<file path="src/rtl/mips_lite_pkg.sv">
// mips_lite_pkg: shared register-file defaults and the hardwired-zero address
package mips_lite_pkg;
  localparam int DEF_DATA_W = 8;
  localparam int DEF_ADDR_W = 3;
  localparam int REG_ZERO = 0;
endpackage

</file>
<file path="src/rtl/reg_sb_scoreboard.sv">
// reg_sb_scoreboard: per-register pending bits, sticky WAW flag and operand hazard
module reg_sb_scoreboard
  import mips_lite_pkg::*;
#(
  parameter int ADDR_W = DEF_ADDR_W,
  parameter int ZERO_REG = 1,
  parameter int BYPASS = 1
) (
  input  logic                 clk,
  input  logic                 rst,
  input  logic                 issue_valid,
  input  logic [ADDR_W-1:0]    issue_rd,
  input  logic                 reg_write,
  input  logic [ADDR_W-1:0]    wb_rd,
  input  logic [ADDR_W-1:0]    rs_in,
  input  logic [ADDR_W-1:0]    rt_in,
  input  logic [ADDR_W-1:0]    rd_in,
  output logic [2**ADDR_W-1:0] busy_mask,
  output logic                 waw_err,
  output logic                 hazard
);
  localparam int NREG = 2**ADDR_W;
  logic [NREG-1:0] r_busy;
  logic            r_waw;
  logic            w_wb_acc;
  logic            w_iss_ok;
  logic [NREG-1:0] w_clr;
  logic [NREG-1:0] w_set;
  logic [NREG-1:0] w_eff;
  // decode set/clear vectors; a bypassed write-back hides its register from the hazard
  always_comb begin
    w_wb_acc = reg_write && !((ZERO_REG != 0) && (wb_rd == ADDR_W'(REG_ZERO)));
    w_iss_ok = issue_valid && !((ZERO_REG != 0) && (issue_rd == ADDR_W'(REG_ZERO)));
    w_clr = w_wb_acc ? (NREG'(1) << wb_rd) : '0;
    w_set = w_iss_ok ? (NREG'(1) << issue_rd) : '0;
    w_eff = r_busy & ~((BYPASS != 0) ? w_clr : '0);
    hazard = w_eff[rs_in] | w_eff[rt_in] | w_eff[rd_in];
  end
  // set beats clear so a re-issue in the write-back cycle stays outstanding
  always_ff @(posedge clk or posedge rst) begin
    if (rst) begin
      r_busy <= '0;
      r_waw <= 1'b0;
    end else begin
      r_busy <= (r_busy & ~w_clr) | w_set;
      if (issue_valid && r_busy[issue_rd] && !w_clr[issue_rd]) r_waw <= 1'b1;
    end
  end
  assign busy_mask = r_busy;
  assign waw_err = r_waw;
endmodule

</file>
<file path="src/rtl/reg_file_sb.sv">
// reg_file_sb: parametrised register file with bypass, write-back counter and scoreboard
module reg_file_sb
  import mips_lite_pkg::*;
#(
  parameter int DATA_W = DEF_DATA_W,
  parameter int ADDR_W = DEF_ADDR_W,
  parameter int ZERO_REG = 1,
  parameter int BYPASS = 1
) (
  input  logic                 clk,
  input  logic                 rst,
  input  logic [ADDR_W-1:0]    rs_in,
  input  logic [ADDR_W-1:0]    rt_in,
  input  logic [ADDR_W-1:0]    rd_in,
  output logic [DATA_W-1:0]    rs_out,
  output logic [DATA_W-1:0]    rt_out,
  output logic [DATA_W-1:0]    save_out,
  input  logic                 issue_valid,
  input  logic [ADDR_W-1:0]    issue_rd,
  input  logic                 reg_write,
  input  logic [ADDR_W-1:0]    wb_rd,
  input  logic [DATA_W-1:0]    from_reg_src,
  output logic                 hazard,
  output logic [2**ADDR_W-1:0] busy_mask,
  output logic                 waw_err,
  output logic [15:0]          wb_count
);
  localparam int NREG = 2**ADDR_W;
  logic [DATA_W-1:0] r_regs [NREG];
  logic [15:0]       r_wb_count;
  logic              w_wb_acc;
  function automatic logic [DATA_W-1:0] rd_port(input logic [ADDR_W-1:0] a);
    return ((ZERO_REG != 0) && (a == ADDR_W'(REG_ZERO))) ? '0 :
           ((BYPASS != 0) && w_wb_acc && (wb_rd == a)) ? from_reg_src : r_regs[a];
  endfunction
  // three combinational read ports with optional same-cycle forwarding
  always_comb begin
    w_wb_acc = reg_write && !((ZERO_REG != 0) && (wb_rd == ADDR_W'(REG_ZERO)));
    rs_out = rd_port(rs_in);
    rt_out = rd_port(rt_in);
    save_out = rd_port(rd_in);
  end
  // register array write and saturating accepted-write counter
  always_ff @(posedge clk or posedge rst) begin
    if (rst) begin
      for (int i = 0; i < NREG; i++) r_regs[i] <= '0;
      r_wb_count <= '0;
    end else begin
      if (w_wb_acc) r_regs[wb_rd] <= from_reg_src;
      if (w_wb_acc && r_wb_count != 16'hFFFF) r_wb_count <= r_wb_count + 16'd1;
    end
  end
  assign wb_count = r_wb_count;
  reg_sb_scoreboard #(.ADDR_W(ADDR_W), .ZERO_REG(ZERO_REG), .BYPASS(BYPASS)) u_sb (
    .clk(clk),
    .rst(rst),
    .issue_valid(issue_valid),
    .issue_rd(issue_rd),
    .reg_write(reg_write),
    .wb_rd(wb_rd),
    .rs_in(rs_in),
    .rt_in(rt_in),
    .rd_in(rd_in),
    .busy_mask(busy_mask),
    .waw_err(waw_err),
    .hazard(hazard)
  );
endmodule
</file>
<file path="config.mk">
export PLATFORM = sky130hd
export DESIGN_NAME = reg_file_sb
export DESIGN_NICKNAME = d
export VERILOG_FILES = /design/src/rtl/mips_lite_pkg.sv /design/src/rtl/reg_sb_scoreboard.sv /design/src/rtl/reg_file_sb.sv
export SDC_FILE = /design/constraint.sdc
export NUM_CORES = 1
export LEC_CHECK = 0
export ABC_AREA = 1
export CAP_MARGIN = 20
export CORE_MARGIN = 3
export CORE_UTILIZATION = 60
export DETAILED_ROUTE_END_ITERATION = 16
export PLACE_DENSITY_LB_ADDON = 0.12
export SYNTH_ARGS = -nofsm -noshare
export SYNTH_HDL_FRONTEND = slang
export SYNTH_SLANG_ARGS = --single-unit
export TNS_END_PERCENT = 30
</file>
<file path="constraint.sdc">
create_clock -name clk -period 8.4 [get_ports clk]
set_clock_uncertainty 0.2 [all_clocks]
set_input_delay 1.68 -clock clk [delete_from_list [all_inputs] [get_ports clk]]
set_output_delay 1.68 -clock clk [all_outputs]
set_load 0.01 [all_outputs]
</file>
==> results.toml <==
[routing]
antenna_left = 0
routed_wl_um = 19700
drtPass1Iterations = 7
drcViolationCount = 0
routedWlPerCell_um = 18.1
vias = 6640
drt_iter0_drc = 903
vias_per_cell = 6.11

[die]
die_x_um = 107
fp.dieArea_um2 = 11400
core_um2 = 9820
start_util_pct = 62.1
die_h_um = 107
ios = 77
row_count = 36

[clocking]
cts.htree.levels = 3
cts_max_path_buffers = 2
cts_tree = "built"
clkSlewWorstSetupHoldPaths_ns = 0.08
post-cts-setup-buffers = 0
clock-sinks = 89
root_buffer = "clkbuf_8"
cts_resized = 0
clk_latency_ns = 0.36
hold_buffers = 0
cts_made_buffers = 9

[grt]
first_global_vias = 6082
gr-total-overflow = 0
grt_max_degree = 90
grtUsageTotal_pct = 34.6
antenna_found_initial = 0
grt_pass1_wl_um = 31300

[critical_path]
required_ns = 6.52
path_class = "in -> out"
r2r_slack_ns = 6.25
cp_slowest_cell = "inv_1"
worstPathMaxFanout = 31
r2r-end = "wb_count[9]"
crit_path_start_kind = "input pin"
endpoint_kind = "output port"
crit_chain = "clkdlybuf4s50_1, inv_1, nand3_1, o21ai_0, nor2_1, clkdlybuf4s50_1"
cp.arrival_ns = 4.50
worst_path_largest_cell_delay_ns = 0.92
r2r-start = "wb_count[0]"
cpMostUsedCell = "clkdlybuf4s50_1"
r2r_cells = 8

[synthesis]
synth-edff-count = 0
synthTopCellsByArea = "dfrtp_1 37%, nand2_1 16%, nand3_1 11%"
yosys_warnings = 0
synthCells = 919
synth.most_common_cell = "nand2_1"
synth-seq-cells = 89
synthArstFlopShare_pct = 100
yosysUniqueCellTypes = 31
syn_nets = 947
synth_area_um2 = 6090
avgSynthCellArea_um2 = 6.63
synth_area_leader_cell = "dfrtp_1"
synth_top_area_share_pct = 36.5
synth-seq-area-share_pct = 36.5
synthFlopType = "dfrtp_1"
synth_commonest_cells = "264 x nand2_1, 132 x nand3_1, 129 x o21ai_0"

[hold_path]
hold_class = "reg -> reg"
min_to = "r_regs[59]"
hold_depth = 0
hp-start = "r_regs[59]"

[finish]
final_area_um2 = 6940
final_util_pct = 70.7
drive_gt1_share_pct = 4.93
fin_nets = 978
area_delta_synth_final_pct = 13.9
n_antenna_cell = 0
fillCellCount = 862

[placement]
hpwlAfterDp_um = 12800
placed_area_um2 = 6740
portBuffers = 76
place_congestion = 0.953
post-place-ws_ns = 2.12

[sta]
drv_slew = 0
maxSlewHeadroom_pct = 24.5
fmax_mhz = 157
finalSetupTns_ns = 0
post-route-period-util_pct = 75.9
finalHoldViolations = 0
rsz0062_at_grt = "false"
fin_crit_ns = 6.38
tightest_slew_ns = 1.13
fin_ws_ns = 2.02
setup_viol = 0

[pwr]
power.total_mw = 1.30
p_leak_nw = 3.19
p_clk_share_pct = 19.9
intPower_uw = 802
p_sw_uw = 497
share_comb_of_total_power_pct = 34.8
swShare_pct = 38.2
max-vdd-ir-drop_v = 0.000190
pwr-share-seq_pct = 45.3
power_density_nw_per_um2 = 187

[status]
outcome = "completed"

[flow_run]
cap_violations = 0
worst max path at each step:
stage / depth (start not counted) / slack [ns] / end / start
floorplan: 7 / 3.88 / save_out[1] / rd_in[0]
global placement: 6 / 2.12 / rt_out[6] / rt_in[1]
detailed placement: 6 / 2.12 / rt_out[6] / rt_in[2]
CTS: 6 / 2.11 / rt_out[6] / rt_in[1]
global route: 6 / 1.94 / rt_out[2] / rt_in[1]
finish: 6 / 2.02 / rt_out[6] / rt_in[1]
through the flow:
| stage | hold slack [ns] | cells |
|---|---|---|
| after floorplan | 0.253 | 919 |
| after global placement | 0.210 | 1070 |
| after detailed placement | 0.212 | 1070 |
| after CTS | 0.231 | 1084 |
| after global routing | 0.250 | 1086 |
| final | 0.234 | 1086 |
cell usage in the layout, fill, tap and decap left out:
cell / netlist / layout
o21ai_0: 129 / 129
buf_16: 0 / 2
clkinvlp_4: 0 / 2
nand3_2: 4 / 4
nor3b_1: 1 / 1
nand3_1: 132 / 132
nor3_2: 1 / 1
nand4_1: 4 / 4
xnor2_1: 4 / 4
a21oi_1: 61 / 61
nor2_8: 1 / 1
o22ai_1: 3 / 3
nor2_2: 4 / 4
clkinv_2: 0 / 2
o21ai_1: 1 / 1
inv_1: 49 / 48
nand2_1: 264 / 264
xor2_1: 18 / 18
buf_4: 6 / 4
dfrtp_1: 89 / 89
clkbuf_1: 21 / 2
nand2_2: 5 / 5
inv_2: 6 / 6
nor2_1: 63 / 63
clkinv_1: 5 / 5
clkbuf_8: 0 / 9
a21oi_4: 1 / 1
nand3b_1: 2 / 2
nor3_1: 3 / 3
o21ai_2: 6 / 6
ha_1: 1 / 1
clkdlybuf4s50_1: 0 / 76
power groups by stage:
stage | Sequential [mW] | Clock [mW] | Combinational (mW)
global placement | 0.587 | 0 | 0.428
detailed placement | 0.592 | 0 | 0.439
floorplan | 0.584 | 0 | 0.265
CTS | 0.585 | 0.262 | 0.441
global route | 0.598 | 0.278 | 0.496
finish | 0.588 | 0.259 | 0.452
final cells by class:
type	count	area (um2)	area share [%]
Sequential cell	89	2230	32.1
Clock buffer	11	131	1.89
Multi-Input combinational cell	708	3330	47.9
Clock inverter	3	20.0	0.288
Timing Repair Buffer	82	846	12.2
Tap cell	133	166	2.40
Inverter	60	226	3.26
critical path: cells and delay by family:
kind,cells,cell delay (ns)
AOI/OAI and AO/OA,1,0.20
buffers and inverters,3,2.01
and+or+nand+nor,2,0.60
flip-flops by register name, summed over array words and instances (netlist names):
| name | flops |
|---|---|
| r_regs | 64 |
| u_sb.waw_err | 1 |
| u_sb.busy_mask | 8 |
| wb_count | 16 |
metal layers:
metal  vias up  track usage, %  routed length, um  part of all wire [%]
met5         -               0                  0                     0
met4         0            14.1                604                   3.1
met3        65            7.83               2800                    14
met2       515            51.4               8530                    43
met1      2988            49.2               7740                    39
li1       3072               -                  -                     -
cell families after synthesis:
logic type	synth area share, %
AO/OA/AOI/OAI	17.1
XOR/XNOR	3.16
adder cells (fa/ha/maj)	0.205
buffers and inverters	8.89
flip-flops	36.5
AND/OR/NAND/NOR	34.1
Power figures use the tool's default switching activity.
